--- src/rtl/z80_mem_arbiter_pkg.sv ---
// Shared types and constants for the Z80 / download-loader memory arbiter.
package z80_mem_arbiter_pkg;

  typedef enum logic [2:0] {
    ST_IDLE,
    ST_CPU_RD,
    ST_CPU_WR,
    ST_DL_WRITE,
    ST_DONE
  } arb_state_e;

  localparam logic [7:0] OPEN_BUS = 8'hFF;

  // Inclusive window test; the offset form avoids a constant compare when lo is zero.
  function automatic logic in_window(input logic [15:0] addr,
                                     input logic [15:0] lo,
                                     input logic [15:0] hi);
    logic [15:0] off;
    logic [15:0] span;
    off  = addr - lo;
    span = hi - lo;
    return off <= span;
  endfunction

endpackage

--- src/rtl/z80_mem_arbiter_timeout_cnt.sv ---
// Saturating 8-bit transaction watchdog: cleared while idle, counts busy cycles.
module z80_mem_arbiter_timeout_cnt #(
  parameter int LIMIT = 255
) (
  input  logic clk_i,
  input  logic rst_ni,
  input  logic clr_i,
  input  logic en_i,
  output logic expired_o
);

  // Counter holds completed wait cycles, so expiry fires on the LIMIT-th busy cycle.
  localparam logic [7:0] TERM = 8'(LIMIT - 1);

  logic [7:0] cnt_q;
  logic [7:0] cnt_d;

  always_comb begin
    cnt_d = cnt_q;
    if (clr_i) begin
      cnt_d = 8'd0;
    end else if (en_i && (cnt_q != 8'hFF)) begin
      cnt_d = cnt_q + 8'd1;
    end
  end

  always_ff @(posedge clk_i or negedge rst_ni) begin
    if (!rst_ni) begin
      cnt_q <= 8'd0;
    end else begin
      cnt_q <= cnt_d;
    end
  end

  assign expired_o = en_i && (cnt_q >= TERM);

endmodule

--- src/rtl/z80_mem_arbiter.sv ---
// Shares one req/ack memory port between Z80 MREQ cycles and the download loader,
// stretching CPU cycles with nWAIT, write-protecting ROM and bounding each access.
//
//   state       | meaning
//   ST_IDLE     | no memory cycle; pick loader write, CPU read or CPU write
//   ST_CPU_RD   | CPU read in flight, MEM_REQ held until ack/timeout
//   ST_CPU_WR   | CPU write in flight, MEM_REQ held until ack/timeout
//   ST_DL_WRITE | loader write in flight, MEM_REQ held until ack/timeout
//   ST_DONE     | one-cycle MEM_REQ low gap before the next transaction
module z80_mem_arbiter
  import z80_mem_arbiter_pkg::*;
#(
  parameter int          MEM_AW  = 18,
  parameter logic [15:0] WP_LO   = 16'h0000,
  parameter logic [15:0] WP_HI   = 16'h3FFF,
  parameter int          TIMEOUT = 255
) (
  input  logic              clk_i,
  input  logic              rst_ni,
  input  logic              mreq_n_i,
  input  logic              rd_n_i,
  input  logic              wr_n_i,
  input  logic [15:0]       sda_i,
  input  logic [7:0]        sdd_out_i,
  output logic [7:0]        sdd_in_o,
  output logic              wait_n_o,
  input  logic              dl_active_i,
  input  logic              dl_wr_i,
  input  logic [MEM_AW-1:0] dl_addr_i,
  input  logic [7:0]        dl_data_i,
  output logic              dl_busy_o,
  output logic              mem_req_o,
  output logic              mem_we_o,
  output logic [MEM_AW-1:0] mem_addr_o,
  output logic [7:0]        mem_din_o,
  input  logic [7:0]        mem_dout_i,
  input  logic              mem_ack_i,
  output logic              timeout_err_o
);

  arb_state_e        state_q, state_d;
  logic              req_q, req_d;
  logic              we_q, we_d;
  logic [MEM_AW-1:0] addr_q, addr_d;
  logic [7:0]        din_q, din_d;
  logic [7:0]        sdd_q, sdd_d;
  logic              err_q, err_d;
  logic              served_q, served_d;
  logic              dl_pend_q, dl_pend_d;
  logic [MEM_AW-1:0] dl_addr_q, dl_addr_d;
  logic [7:0]        dl_data_q, dl_data_d;

  logic cpu_acc;
  logic dl_wr_ok;
  logic busy;
  logic tmo_expired;
  logic xfer_end;

  assign cpu_acc  = ~mreq_n_i & (~rd_n_i | ~wr_n_i);
  // A strobe arriving while a write is already pending is a loader protocol error.
  assign dl_wr_ok = dl_wr_i & dl_active_i & ~dl_pend_q;
  assign busy     = (state_q == ST_CPU_RD) || (state_q == ST_CPU_WR) ||
                    (state_q == ST_DL_WRITE);
  assign xfer_end = busy & (mem_ack_i | tmo_expired);

  z80_mem_arbiter_timeout_cnt #(
    .LIMIT (TIMEOUT)
  ) u_tmo (
    .clk_i     (clk_i),
    .rst_ni    (rst_ni),
    .clr_i     (~busy),
    .en_i      (busy),
    .expired_o (tmo_expired)
  );

  always_comb begin
    state_d   = state_q;
    req_d     = req_q;
    we_d      = we_q;
    addr_d    = addr_q;
    din_d     = din_q;
    sdd_d     = sdd_q;
    err_d     = err_q;
    served_d  = served_q;
    dl_pend_d = dl_pend_q;
    dl_addr_d = dl_addr_q;
    dl_data_d = dl_data_q;

    if (!cpu_acc) begin
      served_d = 1'b0;
    end

    if (dl_wr_ok) begin
      dl_pend_d = 1'b1;
      dl_addr_d = dl_addr_i;
      dl_data_d = dl_data_i;
    end

    case (state_q)
      ST_IDLE: begin
        // A same-cycle loader strobe is taken straight from the inputs so it beats the CPU.
        if (dl_pend_q || dl_wr_ok) begin
          state_d = ST_DL_WRITE;
          req_d   = 1'b1;
          we_d    = 1'b1;
          addr_d  = dl_pend_q ? dl_addr_q : dl_addr_i;
          din_d   = dl_pend_q ? dl_data_q : dl_data_i;
        end else if (cpu_acc && !served_q) begin
          if (!rd_n_i) begin
            state_d = ST_CPU_RD;
            req_d   = 1'b1;
            we_d    = 1'b0;
            addr_d  = MEM_AW'(sda_i);
          end else if (in_window(sda_i, WP_LO, WP_HI)) begin
            served_d = 1'b1;
          end else begin
            state_d = ST_CPU_WR;
            req_d   = 1'b1;
            we_d    = 1'b1;
            addr_d  = MEM_AW'(sda_i);
            din_d   = sdd_out_i;
          end
        end
      end

      ST_CPU_RD, ST_CPU_WR, ST_DL_WRITE: begin
        if (xfer_end) begin
          state_d = ST_DONE;
          req_d   = 1'b0;
          if (!mem_ack_i) begin
            err_d = 1'b1;
          end
          if (state_q == ST_DL_WRITE) begin
            dl_pend_d = 1'b0;
          end else begin
            // Strobe already gone: the CPU abandoned the cycle, so nothing is delivered.
            served_d = cpu_acc;
            if ((state_q == ST_CPU_RD) && cpu_acc) begin
              sdd_d = mem_ack_i ? mem_dout_i : OPEN_BUS;
            end
          end
        end
      end

      ST_DONE: begin
        state_d = ST_IDLE;
      end

      default: begin
        state_d = ST_IDLE;
        req_d   = 1'b0;
      end
    endcase
  end

  always_ff @(posedge clk_i or negedge rst_ni) begin
    if (!rst_ni) begin
      state_q   <= ST_IDLE;
      req_q     <= 1'b0;
      we_q      <= 1'b0;
      addr_q    <= '0;
      din_q     <= 8'h00;
      sdd_q     <= OPEN_BUS;
      err_q     <= 1'b0;
      served_q  <= 1'b0;
      dl_pend_q <= 1'b0;
      dl_addr_q <= '0;
      dl_data_q <= 8'h00;
    end else begin
      state_q   <= state_d;
      req_q     <= req_d;
      we_q      <= we_d;
      addr_q    <= addr_d;
      din_q     <= din_d;
      sdd_q     <= sdd_d;
      err_q     <= err_d;
      served_q  <= served_d;
      dl_pend_q <= dl_pend_d;
      dl_addr_q <= dl_addr_d;
      dl_data_q <= dl_data_d;
    end
  end

  assign wait_n_o      = ~(cpu_acc & ~served_q);
  assign sdd_in_o      = sdd_q;
  assign dl_busy_o     = dl_pend_q;
  assign mem_req_o     = req_q;
  assign mem_we_o      = we_q;
  assign mem_addr_o    = addr_q;
  assign mem_din_o     = din_q;
  assign timeout_err_o = err_q;

endmodule

--- config.mk ---
export PLATFORM = sky130hd
export DESIGN_NAME = z80_mem_arbiter
export DESIGN_NICKNAME = d
export VERILOG_FILES = /design/src/rtl/z80_mem_arbiter_pkg.sv /design/src/rtl/z80_mem_arbiter_timeout_cnt.sv /design/src/rtl/z80_mem_arbiter.sv
export SDC_FILE = /design/constraint.sdc
export NUM_CORES = 1
export LEC_CHECK = 0
export BUFFER_PORTS_ARGS = -buffer_cell sky130_fd_sc_hd__buf_2
export CAP_MARGIN = 25
export CORE_AREA = 5 5 108 110
export DETAILED_ROUTE_END_ITERATION = 8
export DIE_AREA = 0 0 113 115
export GPL_ROUTABILITY_DRIVEN = 0
export SYNTH_ARGS = -nofsm -noshare
export SYNTH_HDL_FRONTEND = slang
export SYNTH_SLANG_ARGS = --single-unit
--- constraint.sdc ---
create_clock -name clk_i -period 2.45 [get_ports clk_i]
set_clock_uncertainty 0.2 [all_clocks]
set_input_delay 0.735 -clock clk_i [delete_from_list [all_inputs] [get_ports clk_i]]
set_output_delay 0.735 -clock clk_i [all_outputs]
set_load 0.01 [all_outputs]
## After elaboration in Yosys (flattened, before gate mapping)

Cells that the tools add are included.

| word-level totals | value |
|---|---|
| flip-flop bits (word level) | 76 |
| logic and storage cells | 100 |

| cells by class | value |
|---|---|
| add/subtract/negate cells | 1 |
| magnitude comparators | 2 |
| eq/ne operators | 11 |
| multiplexer cells | 40 |
| bitwise operators | 16 |
| reduce and logical (&&, ||, !) cells | 18 |

Operators by type and width:

| kind | count |
|---|---|
| two-way mux 18 bit | 5 |
| two-way mux 8 bit | 8 |
| two-way mux 1 bit | 19 |
| less-or-equal comparator 16 x 14 -> 1 bit (second input constant) | 1 |
| two-way mux 3 bit | 5 |
| AND reduction 4 bit | 3 |
| inverter 1 bit | 9 |
| AND reduction 3 bit | 3 |
| adder 8 x 1 -> 8 bit (second input constant) | 1 |
| greater-or-equal comparator 8 bit (second input constant) | 1 |
| != test 8 bit (second input constant) | 1 |
| equality test 3 x 2 -> 1 bit (second input constant) | 2 |
| != test 3 bit (second input constant) | 2 |
| one-hot mux 3 bit (2 select lines) | 1 |
| AND 1 bit | 5 |
| logical AND 1 bit | 4 |
| != test 2 bit (second input constant) | 2 |
| != test 4 bit (second input constant) | 1 |
| nonzero test 2 bit | 2 |
| equality test 3 x 1 -> 1 bit (second input constant) | 1 |
| equality test 3 bit (second input constant) | 1 |
| zero test 3 bit | 1 |
| logical OR 1 bit | 3 |
| one-hot mux 1 bit (3 select lines) | 1 |
| 5 further kinds | 6 |

## Depth between registers and ports, before layout

| logic depth | value |
|---|---|
| depth after elaboration | 9 |
| mapped depth | 7 |
| gate-level depth less buffers | 6 |

## Modules after synthesis

From an unflattened synthesis, not the netlist that was laid out.

| unflattened totals | value |
|---|---|
| cells, all modules | 369 |
| area, all modules | 3798.6 um2 |

Modules (own cells, without submodules):

| module | times used | cells an instance | area each (um2) | seq. area each (um2) |
|---|---|---|---|---|
| z80_mem_arbiter | 1 | 317 | 3306.9 | 1711.6 |
| z80_mem_arbiter_timeout_cnt | 1 | 52 | 491.7 | 200.2 |

## Worst setup path before layout

No wires, ideal clock.

| timing | value |
|---|---|
| path type | input to register |
| from | input port wr_n_i |
| to | register din_q[0], in the netlist mem_din_o[0] |
| library setup time | 0.128 ns |
| arrival time | 1.848 ns |
| slack | 0.274 ns |
| stages on the path | 4 |
| path through | or4b_1 -> o21ai_2 -> nand2_4 -> mux2_1 |

| between the ends | value |
|---|---|
| cells in the longest elaborated chain, start to end | 6 |

RTL lines:

| what | RTL line | RTL |
|---|---|---|
| start: declaration | z80_mem_arbiter.sv:22 | `input logic wr_n_i,` |
| inverter 1 bit | z80_mem_arbiter.sv:59 | `assign cpu_acc = ~mreq_n_i & (~rd_n_i \| ~wr_n_i);` |
| bitwise OR 1 bit | z80_mem_arbiter.sv:59 |  |
| AND 1 bit | z80_mem_arbiter.sv:59 |  |
| logical AND 1 bit | z80_mem_arbiter.sv:108 | `end else if (cpu_acc && !served_q) begin` |
| nonzero test 2 bit (no source line) | -- |  |
| AND reduction 4 bit (no source line) | -- |  |
| end signal: assignment | z80_mem_arbiter.sv:174 | `din_q <= din_d;` |
| end: declaration | z80_mem_arbiter.sv:45 | `logic [7:0] din_q, din_d;` |

No other way between the ends.
A chain may end at the register's enable or synchronous reset.

## Final worst setup path

| timing | value |
|---|---|
| from | input port wr_n_i |
| to | output port wait_n_o |

| between the ends | value |
|---|---|
| cells in the longest elaborated chain, start to end | 5 |

RTL lines:

| what | RTL line | RTL |
|---|---|---|
| inverter 1 bit | z80_mem_arbiter.sv:59 |  |
| bitwise OR 1 bit | z80_mem_arbiter.sv:59 |  |
| AND 1 bit | z80_mem_arbiter.sv:59 |  |
| AND 1 bit | z80_mem_arbiter.sv:184 | `assign wait_n_o = ~(cpu_acc & ~served_q);` |
| inverter 1 bit | z80_mem_arbiter.sv:184 |  |
| end: declaration | z80_mem_arbiter.sv:26 | `output logic wait_n_o,` |

No other way between the ends.

==> results.md <==
* Status: finished clean
* Crit path arrival time at 1320 ps
* DRC Markers at 0
* Port Buf Inserts at 104
* Vias in the first global route at between 3k and 4k
* Reg area at 1912 um2
* WL final at between 8 and 9 mm
* Critical Path Source Type: primary input
* Least-Margin Pin Slew at 545.3 ps
* EDFF count, synth at 0
* First-pass GRT wire length at approximately 15 mm
* Uppermost layer routed: met4
* Core area at 10600 um2
* Htree depth at 3
* Leakage at 2.340 nW
* Area Overhead vs Synth at 24.97%
* CP Class: primary input to primary output
* CP Max Fanout at 3
* Post-synthesis sequential area ratio at 52.71%
* PostCTS Resize Cnt at 0
* Worst vdd ir at 434.9 uV
* Met2 WL at 4.140 mm
* Post-Layout Cell Count at 608
* Ys async rst share at 100.0%
* Final setup fails at 0
* Slew headroom at 62.71%
* Top FF cell, synth: dfrtp_1
* GRT Residual Overflow at 0
* Hpwl dp at 6.478 mm
* Largest net degree at the start of global routing at 40
* Share of layout cells above drive strength 1 at 35.33%
* Multi-input gate area at ~1600 um2
* Most frequent cells in the layout: nand2_1, buf_2, dfrtp_1, o21ai_0, mux2i_1
* Die span in y at 115 um
* Period utilisation layout at 91.90%
* Hold Slack at 162.1 ps
* Cell variety after synth at 46
* Setup crit end kind: primary output
* ANT nets after route at 0
* Iter 0 DRT Violations at 183
* RSZ-0062 raised after global routing: false
* Inserted Clock Buffers at 9
* Postcts setup bufs at 0
* Antenna violations before repair at 0
* Via density at 4.880
* Placed insts at just under 600
* Slew Viols, Final at 0
* I/O pin cnt at 105
* Worst-Skew Late Latency at 350 ps
* Synthesized area per cell at 10.22 um2
* Syn Std Cell Area at around 3600 um2
* TNS Setup at 0 ps
* Initial core utilization at 34.21%
* Max clock buf depth at 2
* Routed length per instance at 14.45 um
* Die Area at 13000 um2
* Post-Syn Instances at 355
* Die width at 113 um
* #FFs+latches synth at 76
* Total iterations of the first detailed-routing run at 4
* Min Tclk post-route at 2251 ps
* Aggregate global-route resource usage at between 10% and 20%
* Fin. Hold Viols at 0
* Final #Nets at 531
* Clock root cell: clkbuf_8
* CP Data Required Time at 1510 ps
* Yosys Warn Count at 0
* Clock transition at path regs at roughly 70 ps
* Detail Route met3 WL at 654 um
* CTS tree: built
* Hold buffer count at CTS at 0
* FMAX at 444.2 MHz
* # rows at 38
* Fill cell count at 1008
* Power Total at 5.084 mW
* Syn nets at between 400 and 500
* Clock Sinks at 76
* Hold crit path type: primary input to async pin
* Max Cap Viol at 0
* Detailed-route via count at between 2k and 3k
* PD cells at 1122 nW/um2
* Metal-1 WL at slightly below 4 mm
* Leading cell type in the layout, fill and taps excluded: nand2_1
* Register-to-register setup slack at 510 ps
synthesized netlist by cell type (all sizes together) (2+ instances only):
library cell | number | area, um2
nand3 | 4 | 20.02
nor2 | 11 | 41.29
nor3b | 2 | 15.01
buf | 8 | 57.55
and4 | 2 | 17.52
dfrtp | 68 | 1702
dfstp | 8 | 210.2
ha | 2 | 25.02
mux2i | 24 | 240.2
nor3 | 2 | 21.27
o21ai | 30 | 153.9
mux2 | 26 | 292.8
o22a | 8 | 70.07
dlygate4sd1 | 2 | 17.52
nand2 | 110 | 420.4
xnor2 | 3 | 26.28
a22o | 3 | 26.28
a21oi | 5 | 25.02
a31oi | 4 | 25.02
clkbuf | 9 | 33.78
inv | 5 | 18.77
a211oi | 2 | 15.01
nand4 | 2 | 18.77
per-stage QoR:
| step | setup slack (ps) | util, % | area [um2] |
|---|---|---|---|
| after CTS | 196.2 | 42.73 | 4531 |
| after floorplan | 274.1 | - | 3627 |
| after global placement | 94.46 | 41.14 | 4362 |
| after global routing | 164.8 | 42.73 | 4531 |
| final | 198.5 | 42.75 | 4533 |
| after detailed placement | 71.71 | 41.14 | 4362 |
cell families (layout without fill, tap and decap cells):
group	Yosys count	count (layout)	synth area share [%]
muxes	50	50	14.69
other	0	1	0
DFF	76	76	52.71
and+or+nand+nor	139	139	16.49
buffers and inverters	24	136	3.518
AOI/OAI and AO/OA	60	60	10.93
adders and majority gates	2	2	0.6898
xor gates and xnor gates	4	4	0.9660
routing by layer:
| metal | global-route usage [%] | up-vias |
|---|---|---|
| met5 | 0 | - |
| met2 | 23.26 | 80 |
| met3 | 4.895 | 11 |
| li1 | - | 1437 |
| met1 | 17.99 | 1439 |
| met4 | 4.327 | 0 |
sequential cells by signal, indices dropped and copies added (netlist names):
signal and cells:
mem_din_o 8, mem_addr_o 18, u_tmo.cnt_q 8, sdd_in_o 8
mem_we_o 1, state_q 3, dl_addr_q 18, timeout_err_o 1
mem_req_o 1, dl_data_q 8, served_q 1, dl_busy_o 1
worst paths after layout:
kind / cells after the start / end / startpoint
setup / recovery: 3 / wait_n_o / wr_n_i
hold / removal: 1 / dl_addr_q[0] / rst_ni
setup reg to reg: 4 / mem_din_o[0] / served_q
hold reg to reg: 1 / timeout_err_o / timeout_err_o
max in group asynchronous: 2 / dl_data_q[2] / rst_ni
min in group clk_i: 1 / timeout_err_o / timeout_err_o
cell type report:
cell class	instances	area share (%)
Inverter	5	0.4140
Clock buffer	13	3.505
Tap cell	140	3.864
Antenna cell	1	0.05520
Sequential cell	76	42.17
Multi-Input combinational cell	255	35.14
Timing Repair Buffer	116	14.63
Clock inverter	2	0.2208
power by group:
group	internal, mW	total, mW	switching [mW]	leakage, nW
Combinational	0.978	2.03	1.05	1.31
Sequential	1.84	2.20	0.363	0.938
Clock	0.416	0.853	0.437	0.0893
worst max-delay path, stage by stage:
cell     delay (ps)
buf_2           110
a211o_2         330
buf_2           140
(Power assumes the default switching activity.)
